**src/rtl/can_bit_destuffer_if.sv**
```systemverilog
// Bit-level receive bus between the CAN line front end and the frame-field tracker.
// The master drives the line and the stuffing window; the slave returns destuffed bits and status.
interface can_bit_destuffer_if;
   logic i_Rx;
   logic i_Stuff_Enable;
   logic o_Data;
   logic o_Data_Valid;
   logic o_Stuff_Error;
   logic o_Bus_Idle;

   modport master (
      output i_Rx,
      output i_Stuff_Enable,
      input  o_Data,
      input  o_Data_Valid,
      input  o_Stuff_Error,
      input  o_Bus_Idle
   );

   modport slave (
      input  i_Rx,
      input  i_Stuff_Enable,
      output o_Data,
      output o_Data_Valid,
      output o_Stuff_Error,
      output o_Bus_Idle
   );
endinterface

```
**src/rtl/can_bit_destuffer.sv**
```systemverilog
// CAN receive front end: syncs RX, hard-syncs on SOF, samples one bit per bit time and strips stuff bits.
// Strobe lands SAMPLE_POINT+1 clocks after hard sync, then every CLKS_PER_BIT; no backpressure, strobe only.
module can_bit_destuffer #(
   parameter int CLKS_PER_BIT = 10,
   parameter int SAMPLE_POINT = 7,
   parameter int IDLE_BITS    = 11
) (
   input  logic               i_Clock,
   input  logic               i_Reset,
   can_bit_destuffer_if.slave bus
);

   localparam int CW = $clog2(CLKS_PER_BIT);
   localparam int RW = $clog2(IDLE_BITS + 1);
   localparam logic [CW-1:0] CNT_LAST   = CW'(CLKS_PER_BIT - 1);
   localparam logic [CW-1:0] CNT_SAMPLE = CW'(SAMPLE_POINT);
   localparam logic [RW-1:0] REC_IDLE   = RW'(IDLE_BITS);

   typedef enum logic [1:0] {
      WAIT_IDLE = 2'd0,
      IDLE      = 2'd1,
      RECEIVE   = 2'd2
   } state_t;

   state_t          state_q, state_d;
   logic            rx_meta, rx_sync, rx_prev;
   logic [CW-1:0]   clock_count, clock_count_d, cnt_eff;
   logic [RW-1:0]   rec_count, rec_count_d;
   logic [2:0]      same_count, same_count_d;
   logic            last_bit, last_bit_d;
   logic            data_q, data_d;
   logic            data_vld_q, data_vld_d;
   logic            stuff_err_q, stuff_err_d;
   logic            bus_idle_q, bus_idle_d;
   logic            fall, hard_sync, sample, bit_b;

   always_ff @(posedge i_Clock or posedge i_Reset) begin
      if (i_Reset) begin
         rx_meta <= 1'b1;
         rx_sync <= 1'b1;
         rx_prev <= 1'b1;
      end else begin
         rx_meta <= bus.i_Rx;
         rx_sync <= rx_meta;
         rx_prev <= rx_sync;
      end
   end

   always_ff @(posedge i_Clock or posedge i_Reset) begin
      if (i_Reset) begin
         state_q     <= WAIT_IDLE;
         clock_count <= '0;
         rec_count   <= '0;
         same_count  <= '0;
         last_bit    <= 1'b1;
         data_q      <= 1'b1;
         data_vld_q  <= 1'b0;
         stuff_err_q <= 1'b0;
         bus_idle_q  <= 1'b0;
      end else begin
         state_q     <= state_d;
         clock_count <= clock_count_d;
         rec_count   <= rec_count_d;
         same_count  <= same_count_d;
         last_bit    <= last_bit_d;
         data_q      <= data_d;
         data_vld_q  <= data_vld_d;
         stuff_err_q <= stuff_err_d;
         bus_idle_q  <= bus_idle_d;
      end
   end

   always_comb begin
      state_d      = state_q;
      rec_count_d  = rec_count;
      same_count_d = same_count;
      last_bit_d   = last_bit;
      data_d       = data_q;
      data_vld_d   = 1'b0;
      stuff_err_d  = stuff_err_q;
      bus_idle_d   = bus_idle_q;

      fall      = rx_prev & ~rx_sync;
      hard_sync = (state_q == IDLE) && fall;
      bit_b     = rx_sync;

      // Hard sync makes this cycle count zero, so the sample lands SAMPLE_POINT clocks later.
      cnt_eff       = hard_sync ? '0 : clock_count;
      sample        = (cnt_eff == CNT_SAMPLE);
      clock_count_d = (cnt_eff == CNT_LAST) ? '0 : cnt_eff + 1'b1;

      if (sample) begin
         if (!bit_b)
            rec_count_d = '0;
         else if (rec_count != REC_IDLE)
            rec_count_d = rec_count + 1'b1;
      end

      case (state_q)
         WAIT_IDLE: begin
            if (sample && rec_count_d == REC_IDLE) begin
               bus_idle_d = 1'b1;
               state_d    = IDLE;
            end
         end
         IDLE: begin
            if (fall) begin
               stuff_err_d  = 1'b0;
               bus_idle_d   = 1'b0;
               same_count_d = '0;
               state_d      = RECEIVE;
            end
         end
         RECEIVE: begin
            if (sample) begin
               if (bus.i_Stuff_Enable && same_count == 3'd5) begin
                  if (bit_b != last_bit) begin
                     same_count_d = 3'd1;
                     last_bit_d   = bit_b;
                  end else begin
                     stuff_err_d = 1'b1;
                     bus_idle_d  = 1'b0;
                     rec_count_d = '0;
                     state_d     = WAIT_IDLE;
                  end
               end else begin
                  data_d     = bit_b;
                  data_vld_d = 1'b1;
                  if (bus.i_Stuff_Enable) begin
                     same_count_d = (bit_b == last_bit) ? same_count + 3'd1 : 3'd1;
                     last_bit_d   = bit_b;
                  end else begin
                     same_count_d = '0;
                  end
                  if (rec_count_d == REC_IDLE) begin
                     bus_idle_d = 1'b1;
                     state_d    = IDLE;
                  end
               end
            end
         end
         default: state_d = WAIT_IDLE;
      endcase
   end

   assign bus.o_Data        = data_q;
   assign bus.o_Data_Valid  = data_vld_q;
   assign bus.o_Stuff_Error = stuff_err_q;
   assign bus.o_Bus_Idle    = bus_idle_q;

endmodule

```
**src/flat_wrapper.sv**
```systemverilog
// flat-port wrapper written by rule: the top's interface ports become plain ports
module can_bit_destuffer_flat 
#(
   parameter int CLKS_PER_BIT = 10,
   parameter int SAMPLE_POINT = 7,
   parameter int IDLE_BITS    = 11
)
  (i_Clock, i_Reset, bus_i_Rx, bus_i_Stuff_Enable, bus_o_Data, bus_o_Data_Valid, bus_o_Stuff_Error, bus_o_Bus_Idle);
  can_bit_destuffer_if bus_i ();
  input  logic i_Clock;
  input  logic i_Reset;
  input wire logic [$bits(bus_i.i_Rx)-1:0] bus_i_Rx;
  input wire logic [$bits(bus_i.i_Stuff_Enable)-1:0] bus_i_Stuff_Enable;
  output wire logic [$bits(bus_i.o_Data)-1:0] bus_o_Data;
  output wire logic [$bits(bus_i.o_Data_Valid)-1:0] bus_o_Data_Valid;
  output wire logic [$bits(bus_i.o_Stuff_Error)-1:0] bus_o_Stuff_Error;
  output wire logic [$bits(bus_i.o_Bus_Idle)-1:0] bus_o_Bus_Idle;
  assign bus_i.i_Rx = bus_i_Rx;
  assign bus_i.i_Stuff_Enable = bus_i_Stuff_Enable;
  assign bus_o_Data = bus_i.o_Data;
  assign bus_o_Data_Valid = bus_i.o_Data_Valid;
  assign bus_o_Stuff_Error = bus_i.o_Stuff_Error;
  assign bus_o_Bus_Idle = bus_i.o_Bus_Idle;
  can_bit_destuffer #(.CLKS_PER_BIT(CLKS_PER_BIT), .SAMPLE_POINT(SAMPLE_POINT), .IDLE_BITS(IDLE_BITS)) u_core (.i_Clock(i_Clock), .i_Reset(i_Reset), .bus(bus_i));
endmodule
```
**config.mk**
```make
export PLATFORM = sky130hd
export DESIGN_NAME = can_bit_destuffer_flat
export DESIGN_NICKNAME = d
export VERILOG_FILES = /design/src/rtl/can_bit_destuffer_if.sv /design/src/rtl/can_bit_destuffer.sv /design/src/flat_wrapper.sv
export SDC_FILE = /design/constraint.sdc
export NUM_CORES = 1
export LEC_CHECK = 0
export BUFFER_PORTS_ARGS = -buffer_cell sky130_fd_sc_hd__buf_4
export CAP_MARGIN = 20
export CORE_ASPECT_RATIO = 0.75
export CORE_MARGIN = 2
export CORE_UTILIZATION = 30
export CTS_CLUSTER_DIAMETER = 80
export DETAILED_ROUTE_END_ITERATION = 8
export GPL_TIMING_DRIVEN = 0
export PLACE_DENSITY = 0.48
export SYNTH_ARGS = -nofsm -noshare
export SYNTH_HDL_FRONTEND = slang
export SYNTH_SLANG_ARGS = --single-unit
```
**constraint.sdc**
```tcl
create_clock -name i_Clock -period 7.6 [get_ports i_Clock]
set_input_delay 0.76 -clock i_Clock [delete_from_list [all_inputs] [get_ports i_Clock]]
set_output_delay 0.76 -clock i_Clock [all_outputs]
set_load 0.005 [all_outputs]
```
Word level (Yosys, flattened, before mapping)
Index checks and enable logic that the tools add are counted.
Widths: inputs -> output; s select.
{"block": "totals", "regBits": 21, "wordCells": 89, "in_bits": 4, "out_inout_bits": 4}
{"block": "op_classes", "n_eq_ne": 18, "n_mux": 40, "n_bitwise": 3, "addsub": 3, "reduce_logical": 13}
{"cell": "$mux 4", "count": 9}
{"cell": "$mux 3", "count": 6}
{"cell": "$mux 1", "count": 15}
{"cell": "$mux 2", "count": 6}
{"cell": "$reduce_and 5->1", "count": 2}
{"cell": "$add 4x1->4 const B", "count": 2}
{"cell": "$eq 4x4->1 const B", "count": 2}
{"cell": "$ne 2x1->1 const B", "count": 4}
{"cell": "$reduce_and 4->1", "count": 2}
{"cell": "$ne 3x3->1 const B", "count": 2}
{"cell": "$pmux 2 s3", "count": 1}
{"cell": "$pmux 3 s2", "count": 1}
{"cell": "$reduce_and 6->1", "count": 1}
{"cell": "$eq 4x3->1 const B", "count": 1}
{"cell": "$ne 2x2->1 const B", "count": 2}
{"cell": "$ne 4x4->1 const B", "count": 1}
{"cell": "$reduce_bool 2->1", "count": 2}
{"cell": "$add 3x1->3 const B", "count": 1}
{"cell": "$eq 3x3->1 const B", "count": 1}
{"cell": "$logic_and 1x1->1", "count": 3}
{"cell": "$ne 3x1->1 const B", "count": 1}
{"cell": "$pmux 1 s3", "count": 1}
{"cell": "$reduce_and 3->1", "count": 1}
{"cell": "$reduce_bool 3->1", "count": 1}
{"cell": "8 further kinds", "count": 9}

Logic depth before layout (Yosys ltp)
{"block": "depth", "depth_word": 11, "depth_mapped": 9}

Worst setup path before layout
No wires, ideal clock.
{"block": "synth_timing", "kind": "flip-flop to flip-flop", "start": "register u_core.state_q[1]", "end": "register u_core.bus_idle_q, in the netlist u_core.bus.o_Bus_Idle", "synth_period_minus_slack_ns": 2.610, "stages_incl_launch_ff": 9, "required_time_ns": 7.475, "arrival_time_ns": 2.485, "path_slack_ns": 4.990, "setup_time_ns": 0.125, "path_cell_list": "dfrtp_1 -> inv_1 -> ha_1 -> and3b_1 -> or2_4 -> a22o_1 -> or4_4 -> a211o_1 -> mux2_4"}
{"block": "synth_via", "elab_chain_cells": 9}
{"element": "start: declaration", "line_no": "can_bit_destuffer.sv:25", "text": "state_t state_q, state_d;"}
{"element": "start signal: assignment", "line_no": "can_bit_destuffer.sv:61", "text": "state_q <= state_d;"}
{"element": "$eq 2x1->1", "line_no": "can_bit_destuffer.sv:84, can_bit_destuffer.sv:99"}
{"element": "$logic_and 1x1->1", "line_no": "can_bit_destuffer.sv:84", "text": "hard_sync = (state_q == IDLE) && fall;"}
{"element": "$mux 4", "line_no": "can_bit_destuffer.sv:88", "text": "cnt_eff = hard_sync ? '0 : clock_count;"}
{"element": "$eq 4x3->1", "line_no": "can_bit_destuffer.sv:89", "text": "sample = (cnt_eff == CNT_SAMPLE);"}
{"element": "$mux 4", "line_no": "can_bit_destuffer.sv:92", "text": "if (sample) begin"}
{"element": "$eq 4x4->1", "line_no": "can_bit_destuffer.sv:101, can_bit_destuffer.sv:135"}
{"element": "$logic_and 1x1->1", "line_no": "can_bit_destuffer.sv:101", "text": "if (sample && rec_count_d == REC_IDLE) begin"}
{"element": "$ne 2x1->1 (no line)"}
{"element": "$reduce_and 6->1 (no line)"}
{"element": "end signal: assignment", "line_no": "can_bit_destuffer.sv:69", "text": "bus_idle_q <= bus_idle_d;"}
{"element": "end: declaration", "line_no": "can_bit_destuffer.sv:34", "text": "logic bus_idle_q, bus_idle_d;"}
Several ways; a longest one is shown, not always the timed one.
A chain may end at the register's enable or synchronous reset.

Worst setup path after layout
Ends and elaborated chain as after synthesis.

==> run metrics <==
outcome=finished clean; share of layout cells above drive strength 1=0.2336; wire per inst=13.48 um; Critical Path RT=about 7.8 ns; first-pass GRT wire length=4326 um; DRC violations left=0; TritonRoute pass-1 iters=4; H-tree depth=1; Worst setup EP type=register; Distinct cells, synth=41; combinational power share=0.427; port bufs=7; Critical Path Fanout Max=6; antenna violations before repair=0; Rows=20; final hold violations=0; slowest stage cell, crit path=or4_4; CP Data Arrival Time=roughly 3.0 ns; Die Y=59.96 um; Synth Area per Inst=9.940 um^2; Post-CTS Resized=0; Final Critical Period=around 2.8 ns; GRT Total Usage=0.1199; critical-path cell list=inv_1, ha_1, and3b_1, or2_4, a22o_1, or4_4, a211o_1, mux2_4; Seq/Total Area, Yosys=0.4246; pwr/cell area=approximately 320 nW/um^2; Post-CTS Hold Buffers=0; Final TNS setup=0 ns; antenna cells=0; DPL Wire Length=1935 um; clk slew on worst S/H paths=0.08 ns; ys async rst share=1.000; initial core utilization=0.3109; Setup CP Type=reg2reg; Clock Latency Late Sink=0.26 ns; Synth top area share=0.3197; max-cap viol count=0; startpoint types=register; via count=946; Sw Share=0.3912; Switching Power=0.1801 mW; CTS Buffer Depth=2; RePlAce Congestion=between 0.7 and 0.8; Post-Synthesis Cell Area=1252 um^2; P&R area growth vs syn=13.59%; Core Util, Final=0.3531; Peak VDD IR=0.0001063 V; Vias per Instance=4.927; HP Class=reg2reg; filler cell count=421; Slew @ Worst Pin=0.8289 ns; Final Cycle Share=0.3726; ANT nets after route=0; CTS tree=built; area occupied by multi-input gates=661.9 um^2; cell internal pwr=~0.28 mW; CTS root buf=clkbuf_8; Mapped Nets=138; I/O Pins=8; Reg power frac=0.408; clock share of power=0.166; Leak Pwr=0.6340 nW; Slew Limit Fails=0; Max transition margin=0.4468; post-CTS setup buffers=0; CP peak stage delay=0.57 ns; Seq. cell area=around 530 um^2; clk sink count=21; core area=a little over 4000 um^2; GRT overflow=0; vias in the first global route=approximately 900; fmax=353.1 MHz; die area=roughly 4700 um^2; unrepaired setup endpoints after global routing=no; Mapped Cells=126; DRT Wirelength=2589 um; Fin Clk Skew=0.002843 ns; EDFF count, synth=0; largest net degree at the start of global routing=22; Finish-stage setup viols=0; die width=78.61 um; ranking of synthesized cells by area=dfrtp_1, dfstp_2, ha_1, nand2_1, o21ai_0; TritonCTS buffer count=3; DR iter-0 viols=61; flops & latches, synth=21; nets=150; synth warn=0; main flop type after synthesis=dfrtp_1; Synth area leader=dfrtp_1
layout make-up:
type                    instances  share of cell area
plain buffers                   2             0.01495
clock inverters                 1            0.005277
multi-input cells              93              0.4653
flip-flops and latches         21              0.3738
well taps                      55             0.04837
inverters                      10             0.02639
repair buffers                  7             0.03694
clock buffers                   3             0.02902
layer usage:
metal,share of wire,global-route usage,vias to the layer above
li1,-,-,477
met1,0.53,0.1753,457
met2,0.44,0.1758,10
met3,0.029,0.03625,2
met4,0.0042,0.02256,0
met5,0,0,-
worst paths after layout:
| kind | from | endpoint | slack (ns) | cells past startpoint |
|---|---|---|---|---|
| max | u_core.state_q[1]$_DFFE_PP0P_ | u_core.bus.o_Bus_Idle$_DFFE_PP0P_ | 4.77 | 8 |
| min | u_core.rx_meta$_DFF_PP1_ | u_core.bit_b$_DFF_PP1_ | 0.36 | 0 |
| max reg2reg | u_core.state_q[1]$_DFFE_PP0P_ | u_core.bus.o_Bus_Idle$_DFFE_PP0P_ | 4.77 | 8 |
| min reg2reg | u_core.rx_meta$_DFF_PP1_ | u_core.bit_b$_DFF_PP1_ | 0.36 | 0 |
| max in group asynchronous | i_Reset | u_core.state_q[0]$_DFFE_PP0P_ | 6.43 | 2 |
| min in group asynchronous | i_Reset | u_core.rec_count[0]$_DFF_PP0_ | 0.66 | 2 |
critical path, delay by kind of cell, from the launching register on:
| family | cells | cell delay [ns] |
|---|---|---|
| AOI/OAI and AO/OA | 2 | 0.53 |
| adders and majority gates | 1 | 0.25 |
| buffers and inverters | 1 | 0.08 |
| DFF | 1 | 0.42 |
| muxes | 1 | 0.29 |
| and+or+nand+nor | 3 | 1.16 |
cells by family after synthesis:
family / synth area share
DFF: 0.4246
buffers and inverters: 0.04696
adders and majority gates: 0.07992
AOI/OAI and AO/OA: 0.1748
xor gates and xnor gates: 0.01399
and+or+nand+nor: 0.2128
muxes: 0.04695
sequential cells by signal, summed over array words and instances, names as in the netlist:
signal                    count
u_core.bit_b                  1
u_core.bus.o_Bus_Idle         1
u_core.bus.o_Data             1
u_core.bus.o_Data_Valid       1
u_core.bus.o_Stuff_Error      1
u_core.clock_count            4
u_core.last_bit               1
u_core.rec_count              4
u_core.rx_meta                1
u_core.rx_prev                1
u_core.same_count             3
u_core.state_q                2
synthesized netlist by cell type, drive strengths merged, types with 2 or more instances:
| cell type | n |
|---|---|
| and3 | 3 |
| ha | 8 |
| o21ai | 8 |
| nor3 | 2 |
| dfrtp | 16 |
| inv | 10 |
| nor4 | 2 |
| a31oi | 3 |
| mux2 | 4 |
| o31ai | 2 |
| and3b | 2 |
| or2b | 2 |
| a22o | 2 |
| a21o | 2 |
| nand3 | 3 |
| a211oi | 3 |
| nor2 | 10 |
| dfstp | 5 |
| or3b | 2 |
| nand2 | 12 |
| a21oi | 6 |
| xnor2 | 2 |
power by group through the flow:
stage,clock network [mW],logic (mW),registers [mW]
6_report,0.0762,0.196,0.188
5_1_grt,0.0854,0.222,0.192
4_1_cts,0.0804,0.199,0.187
3_5_place_dp,0,0.198,0.189
3_3_place_gp,0,0.193,0.187
2_1_floorplan,0,0.154,0.180
cell usage in the layout (no fill, tap or decap), types with 2 or more instances in the layout:
| cell type | instances |
|---|---|
| nand3_1 | 3 |
| nor2_1 | 10 |
| and3b_1 | 2 |
| a22o_1 | 2 |
| nand2_1 | 12 |
| or3b_2 | 2 |
| nor3_1 | 2 |
| inv_1 | 10 |
| nor4_1 | 2 |
| mux2_2 | 3 |
| dfrtp_1 | 16 |
| or2b_1 | 2 |
| and3_2 | 3 |
| a211oi_1 | 3 |
| buf_4 | 8 |
| xnor2_1 | 2 |
| o21ai_0 | 8 |
| dfstp_2 | 5 |
| ha_1 | 8 |
| o31ai_1 | 2 |
| a31oi_1 | 3 |
| clkbuf_8 | 4 |
| a21oi_1 | 6 |
stage by stage:
stage	hold slack (ns)	instance area, um^2	std cells	power, mW	setup WS, ns
after global placement	0.3462	1374	188	0.3797	4.806
after global routing	0.3689	1423	192	0.4994	4.690
after CTS	0.3633	1423	192	0.4659	4.763
after floorplan	0.3452	1252	126	0.3332	4.990
after detailed placement	0.3503	1374	188	0.3869	4.772
final	0.3616	1423	192	0.4603	4.768
(Power assumes the default switching activity.)
